==> config.mk <==
export PLATFORM = sky130hd
export DESIGN_NAME = cpu_trace_buffer
export DESIGN_NICKNAME = d
export VERILOG_FILES = /design/src/rtl/cpu_trace_pkg.sv /design/src/rtl/sync_fifo.sv /design/src/rtl/cpu_trace_buffer.sv
export SDC_FILE = /design/constraint.sdc
export NUM_CORES = 1
export LEC_CHECK = 0
export CAP_MARGIN = 30
export CORE_ASPECT_RATIO = 1.4
export CORE_MARGIN = 8
export CORE_UTILIZATION = 60
export CTS_BUF_LIST = sky130_fd_sc_hd__clkbuf_2 sky130_fd_sc_hd__clkbuf_4 sky130_fd_sc_hd__clkbuf_8
export DETAILED_ROUTE_END_ITERATION = 16
export GPL_ROUTABILITY_DRIVEN = 0
export PLACE_DENSITY_LB_ADDON = 0.2
export SLEW_MARGIN = 15
export SYNTH_ARGS = -nofsm -noshare
export SYNTH_HDL_FRONTEND = slang
export SYNTH_HIERARCHICAL = 1
export SYNTH_SLANG_ARGS = --single-unit
==> constraint.sdc <==
create_clock -name CLK -period 10.85 [get_ports CLK]
set_input_delay 1.6275 -clock CLK [delete_from_list [all_inputs] [get_ports CLK]]
set_output_delay 1.6275 -clock CLK [all_outputs]
set_load 0.05 [all_outputs]
==> src/rtl/cpu_trace_pkg.sv <==
// Shared types and constants for the CPU trace-capture stage.
package cpu_trace_pkg;

  typedef enum logic [1:0] {
    IDLE    = 2'd0,
    CAPTURE = 2'd1,
    HALTED  = 2'd2
  } state_t;

  typedef struct packed {
    logic [31:0] pc;
    logic [31:0] inst;
    logic [31:0] alu;
  } trace_rec_t;

  localparam logic [15:0] DROP_MAX = 16'hFFFF;
  localparam int          REC_W    = $bits(trace_rec_t);

endpackage

==> src/rtl/sync_fifo.sv <==
// Single-clock show-ahead FIFO with wrap-bit pointers and a synchronous clear.
module sync_fifo #(
  parameter int WIDTH = 96,
  parameter int DEPTH = 16
) (
  input  logic                   CLK,
  input  logic                   Reset,
  input  logic                   i_clr,
  input  logic                   i_push,
  input  logic [WIDTH-1:0]       i_data,
  input  logic                   i_pop,
  output logic [WIDTH-1:0]       o_data,
  output logic                   o_full,
  output logic                   o_empty,
  output logic [$clog2(DEPTH):0] o_count
);

  localparam int AW = $clog2(DEPTH);
  localparam logic [AW:0] PTR_ONE = {{AW{1'b0}}, 1'b1};

  logic [WIDTH-1:0] r_mem [DEPTH];
  logic [AW:0]      r_wr_ptr;
  logic [AW:0]      r_rd_ptr;
  logic             w_wr_en;
  logic             w_rd_en;

  assign o_empty = (r_wr_ptr == r_rd_ptr);
  assign o_full  = (r_wr_ptr[AW] != r_rd_ptr[AW]) &&
                   (r_wr_ptr[AW-1:0] == r_rd_ptr[AW-1:0]);
  assign o_count = r_wr_ptr - r_rd_ptr;

  // A full FIFO still accepts a push when the head leaves on the same edge.
  assign w_rd_en = i_pop && !o_empty;
  assign w_wr_en = i_push && (!o_full || w_rd_en);

  // Empty head reads as zero so the outputs have a defined reset value.
  assign o_data = o_empty ? '0 : r_mem[r_rd_ptr[AW-1:0]];

  // NOTE: storage has no reset; occupancy lives in the pointers, so stale data is never exposed.
  always_ff @(posedge CLK) begin
    if (w_wr_en && !i_clr) r_mem[r_wr_ptr[AW-1:0]] <= i_data;
  end

  // NOTE: sequential state uses <= so every flop samples pre-edge values regardless of block order.
  always_ff @(posedge CLK or posedge Reset) begin
    if (Reset) begin
      r_wr_ptr <= '0;
      r_rd_ptr <= '0;
    end else if (i_clr) begin
      r_wr_ptr <= '0;
      r_rd_ptr <= '0;
    end else begin
      if (w_wr_en) r_wr_ptr <= r_wr_ptr + PTR_ONE;
      if (w_rd_en) r_rd_ptr <= r_rd_ptr + PTR_ONE;
    end
  end

endmodule

==> src/rtl/cpu_trace_buffer.sv <==
// Captures one retire record per cycle into a FIFO, detects a self-loop halt,
// and tracks records dropped while the FIFO is full.
module cpu_trace_buffer
  import cpu_trace_pkg::*;
#(
  parameter int DEPTH       = 16,
  parameter int HALT_CYCLES = 4
) (
  input  logic                   CLK,
  input  logic                   Reset,
  input  logic                   start,
  input  logic                   clear,
  input  logic [31:0]            pc_q,
  input  logic [31:0]            pc_d,
  input  logic [31:0]            inst,
  input  logic [31:0]            alu_result,
  output logic                   trace_valid,
  input  logic                   trace_ready,
  output logic [31:0]            trace_pc,
  output logic [31:0]            trace_inst,
  output logic [31:0]            trace_alu,
  output logic [$clog2(DEPTH):0] count,
  output logic                   overflow,
  output logic [15:0]            dropped,
  output logic                   halted
);

  localparam int HC_W = $clog2(HALT_CYCLES + 1);
  localparam logic [HC_W-1:0] HC_ONE  = HC_W'(1);
  localparam logic [HC_W-1:0] HC_LAST = HC_W'(HALT_CYCLES - 1);
  localparam logic [HC_W-1:0] HC_MAX  = HC_W'(HALT_CYCLES);

  state_t          r_state;
  logic            r_halted;
  logic [HC_W-1:0] r_hc;
  logic            r_overflow;
  logic [15:0]     r_dropped;

  trace_rec_t w_wr_rec;
  trace_rec_t w_rd_rec;
  logic       w_capturing;
  logic       w_match;
  logic       w_halt_hit;
  logic       w_push;
  logic       w_pop;
  logic       w_drop;
  logic       w_full;
  logic       w_empty;

  assign w_wr_rec.pc   = pc_q;
  assign w_wr_rec.inst = inst;
  assign w_wr_rec.alu  = alu_result;

  assign w_capturing = (r_state == CAPTURE);
  assign w_match     = (pc_d == pc_q);
  // The cycle that would bring hc to HALT_CYCLES halts instead of pushing.
  assign w_halt_hit  = w_capturing && w_match && (r_hc == HC_LAST);
  assign w_push      = w_capturing && !w_halt_hit;
  assign w_pop       = trace_ready && !w_empty;
  assign w_drop      = w_push && w_full && !w_pop;

  sync_fifo #(
    .WIDTH (REC_W),
    .DEPTH (DEPTH)
  ) u_fifo (
    .CLK     (CLK),
    .Reset   (Reset),
    .i_clr   (clear),
    .i_push  (w_push),
    .i_data  (w_wr_rec),
    .i_pop   (trace_ready),
    .o_data  (w_rd_rec),
    .o_full  (w_full),
    .o_empty (w_empty),
    .o_count (count)
  );

  always_ff @(posedge CLK or posedge Reset) begin
    if (Reset) begin
      r_state  <= IDLE;
      r_halted <= 1'b0;
      r_hc     <= '0;
    end else if (clear) begin
      r_state  <= IDLE;
      r_halted <= 1'b0;
      r_hc     <= '0;
    end else begin
      case (r_state)
        IDLE: begin
          r_hc <= '0;
          if (start) r_state <= CAPTURE;
        end
        CAPTURE: begin
          if (w_halt_hit) begin
            r_state  <= HALTED;
            r_halted <= 1'b1;
            r_hc     <= HC_MAX;
          end else if (w_match) begin
            r_hc <= r_hc + HC_ONE;
          end else begin
            r_hc <= '0;
          end
        end
        HALTED: r_halted <= 1'b1;
        default: begin
          r_state  <= IDLE;
          r_halted <= 1'b0;
          r_hc     <= '0;
        end
      endcase
    end
  end

  always_ff @(posedge CLK or posedge Reset) begin
    if (Reset) begin
      r_overflow <= 1'b0;
      r_dropped  <= '0;
    end else if (clear) begin
      r_overflow <= 1'b0;
      r_dropped  <= '0;
    end else if (w_drop) begin
      r_overflow <= 1'b1;
      if (r_dropped != DROP_MAX) r_dropped <= r_dropped + 16'd1;
    end
  end

  assign trace_valid = !w_empty;
  assign trace_pc    = w_rd_rec.pc;
  assign trace_inst  = w_rd_rec.inst;
  assign trace_alu   = w_rd_rec.alu;
  assign overflow    = r_overflow;
  assign dropped     = r_dropped;
  assign halted      = r_halted;

endmodule

==> flow_summary.yaml <==
timing:
  fmax_mhz: 143.4
  rsz0062_at_grt: "no"
  slew_violations: 0
  finalHoldViolCount: 0
  finClkSkew_ns: 0.04325
  worst_pin_slew_ns: 1.008
  finalCritPeriodShare_pct: 64.27
  setup_violations: 0
  setup_tns_ns: 0
  max_slew_margin_pct: 32.64
  period_needed_ns: 6.974
clock_network:
  cts.sinks: 1569
  cts-resized-gates: 0
  holdBufCountCts: 0
  cts.htree.levels: 4
  postCtsSetupRepairBufs: 0
  clk_latency_ns: 0.89
  cts.path.max_buffers: 3
  cts_tree: "built"
  cts_root_buf: "clkbuf_8"
  cts_buffers: 216
  clkSlewWorstSetupHoldPaths_ns: 0.07
critical_path:
  crit_family: "buffers and inverters"
  rr_worst_depth: 7
  cp_common_cell: "buf_4"
  cp.arrival_ns: 5.35
  critPathMaxStageDelay_ns: 0.99
  start_kind: "flip-flop"
  cp_cell_sequence: "ha_1 > nand4_4 > o211ai_4 > buf_4 > buf_4 > and2b_1 > a221o_1 > clkdlybuf4s50_1"
  cp.required_ns: 9.22
  worstSetupEndpointType: "output port"
  critical_path_class: "reg -> out"
  crit_buf_inv: 3
  cp.depth: 8
  crit_slowest_cell: "dfrtp_4"
  path_max_fanout: 51
worst_hold_path:
  hold_class: "reg -> reg"
  whs_path_depth: 2
final_layout:
  fin_area_mm2: 0.06972
  syn2layout_area_growth_pct: 14.27
  regArea_mm2: 0.04696
  layout_common_cells: "1536 x edfxtp_1, 384 x mux4_2, 252 x clkdlybuf4s50_1, 221 x clkbuf_8, 104 x mux2_2"
  fin_nets: 3225
  fill_cells: 6061
  drive_gt1_share_pct: 28.67
  final_common_cell: "edfxtp_1"
  multi_input_area_mm2: 0.01331
grt:
  grt_pass1_wl_mm: 200.1
  globalRouteTotalUtil_pct: 24.15
  grt.overflow.total: 0
  grt_max_degree: 131
  grt_pass1_vias: 31100
  antenna_found_initial: 11
floorplanning:
  die_h_um: 393.3
  core_mm2: 0.1010
  rows: 138
  dieArea_mm2: 0.1123
  initial_core_util_pct: 60.40
  ios: 253
  die_w_um: 285.5
placement:
  dpl.hpwl_mm: 78.96
  port_buffers: 252
  place_area_mm2: 0.06544
logic_synthesis:
  netlist_instances: 2663
  synth_edf_count: 1536
  synth_ff_type: "edfxtp_1"
  synth_area_mm2: 0.06101
  ys_warn_count: 6
  ys_types: 61
  avgSynthCellArea_um2: 22.91
  synthArstFlopShare_pct: 2.103
  synth_seq_area_share_pct: 76.95
  syn-num-nets: 2813
  ys_ff_latch: 1569
drt:
  num_vias: 29230
  drc: 0
  vias_per_cell: 6.382
  drtIter0Drc: 2800
  first_pass_iters: 7
  ant_nets: 0
  wirelength_mm: 135.9
  routedWlPerCell_um: 29.67
power:
  leakage_nw: 21.47
  p_comb_share_pct: 18.2
  swShare_pct: 26.59
  switching_power_mw: 3.589
  power_density_mw_per_mm2: 193.6
  clkPwrFrac_pct: 31.9
  power_frac_seq_pct: 50.0
  vdd_drop_max_mv: 0.1377
  power.total_mw: 13.50
  p_int_mw: 9.907
outcome:
  status: "complete, no violations"
job:
  drv_cap: 0
==> flip-flops by register name, indices dropped and copies added (netlist names) <==
| register | count |
|---|---|
| overflow | 1 |
| halted | 1 |
| r_hc | 3 |
| r_state | 2 |
| dropped | 16 |
| u_fifo/r_rd_ptr | 5 |
| u_fifo/r_wr_ptr | 5 |
| u_fifo/r_mem | 1536 |
==> power groups by stage <==
stage	combinational, mW	clock (mW)	sequential (mW)
3_5_place_dp	2.45	0	6.88
4_1_cts	2.46	4.39	6.76
6_report	2.45	4.30	6.75
3_3_place_gp	2.41	0	6.88
5_1_grt	2.56	4.64	6.75
2_1_floorplan	1.65	0	6.84
==> synth_stat cells (all sizes together), types with 23 or more instances <==
cell type | number | area share (%)
a21oi | 24 | 0.20
a221o | 96 | 1.6
buf | 79 | 0.94
clkbuf | 55 | 0.34
dfrtp | 33 | 1.4
edfxtp | 1536 | 76
inv | 26 | 0.16
mux2 | 104 | 1.9
mux4 | 384 | 14
nor2 | 37 | 0.25
nor2b | 96 | 0.98
xor2 | 23 | 0.34
==> cell families after synthesis <==
| family | count (synthesis) | share of synthesized area (%) |
|---|---|---|
| buffers and inverters | 160 | 1.440 |
| adder cells (fa/ha/maj) | 17 | 0.3609 |
| XOR/XNOR | 37 | 0.5434 |
| AND/OR/NAND/NOR | 243 | 2.447 |
| flip-flops | 1569 | 76.95 |
| multiplexers | 490 | 16.13 |
| AO/OA/AOI/OAI | 147 | 2.131 |
==> final timing paths <==
kind | slack [ns] | end | startpoint
worst max-delay path | 3.88 | trace_alu[1] | u_fifo/r_rd_ptr[0]
max in group asynchronous | 9.34 | u_fifo/r_rd_ptr[2] | Reset
worst min-delay path | 0.53 | overflow | overflow
worst min register to register | 0.53 | overflow | overflow
worst max register to register | 5.86 | u_fifo/r_mem[11][49] | u_fifo/r_rd_ptr[0]
min in group asynchronous | 1.08 | halted | Reset
==> per-layer routing <==
layer / wire length, um / track usage (%)
met5: 47 / 0
met3: 10040 / 5.378
met1: 51350 / 31.03
met4: 4255 / 8.497
met2: 70190 / 40.82
==> per-stage QoR <==
step           setup WS (ns)  utilization, %  instances  hold WS, ns
3_5_place_dp           3.909           64.78       4181       0.5151
6_report               3.876           69.02       4580       0.5305
2_1_floorplan          3.557               -       2663       0.5061
3_3_place_gp           3.925           64.30       4162       0.5108
5_1_grt                3.546           69.02       4579       0.5607
4_1_cts                3.345           68.85       4568       0.5292
==> worst min-delay path, delay by kind of cell, from the launching register on <==
family,cells,cell delay (ns)
AOI/OAI and AO/OA,1,0.05
buffers and inverters,1,0.05
DFF,1,0.39
==> area by class of cell <==
class,instances,area share [%]
Sequential cell,1569,67.36
Multi-Input combinational cell,934,19.09
Timing Repair Buffer,328,5.108
Clock buffer,290,5.106
Tap cell,1330,2.387
Clock inverter,97,0.7896
Inverter,26,0.1400
Antenna cell,6,0.02154
(Power assumes the default switching activity.)
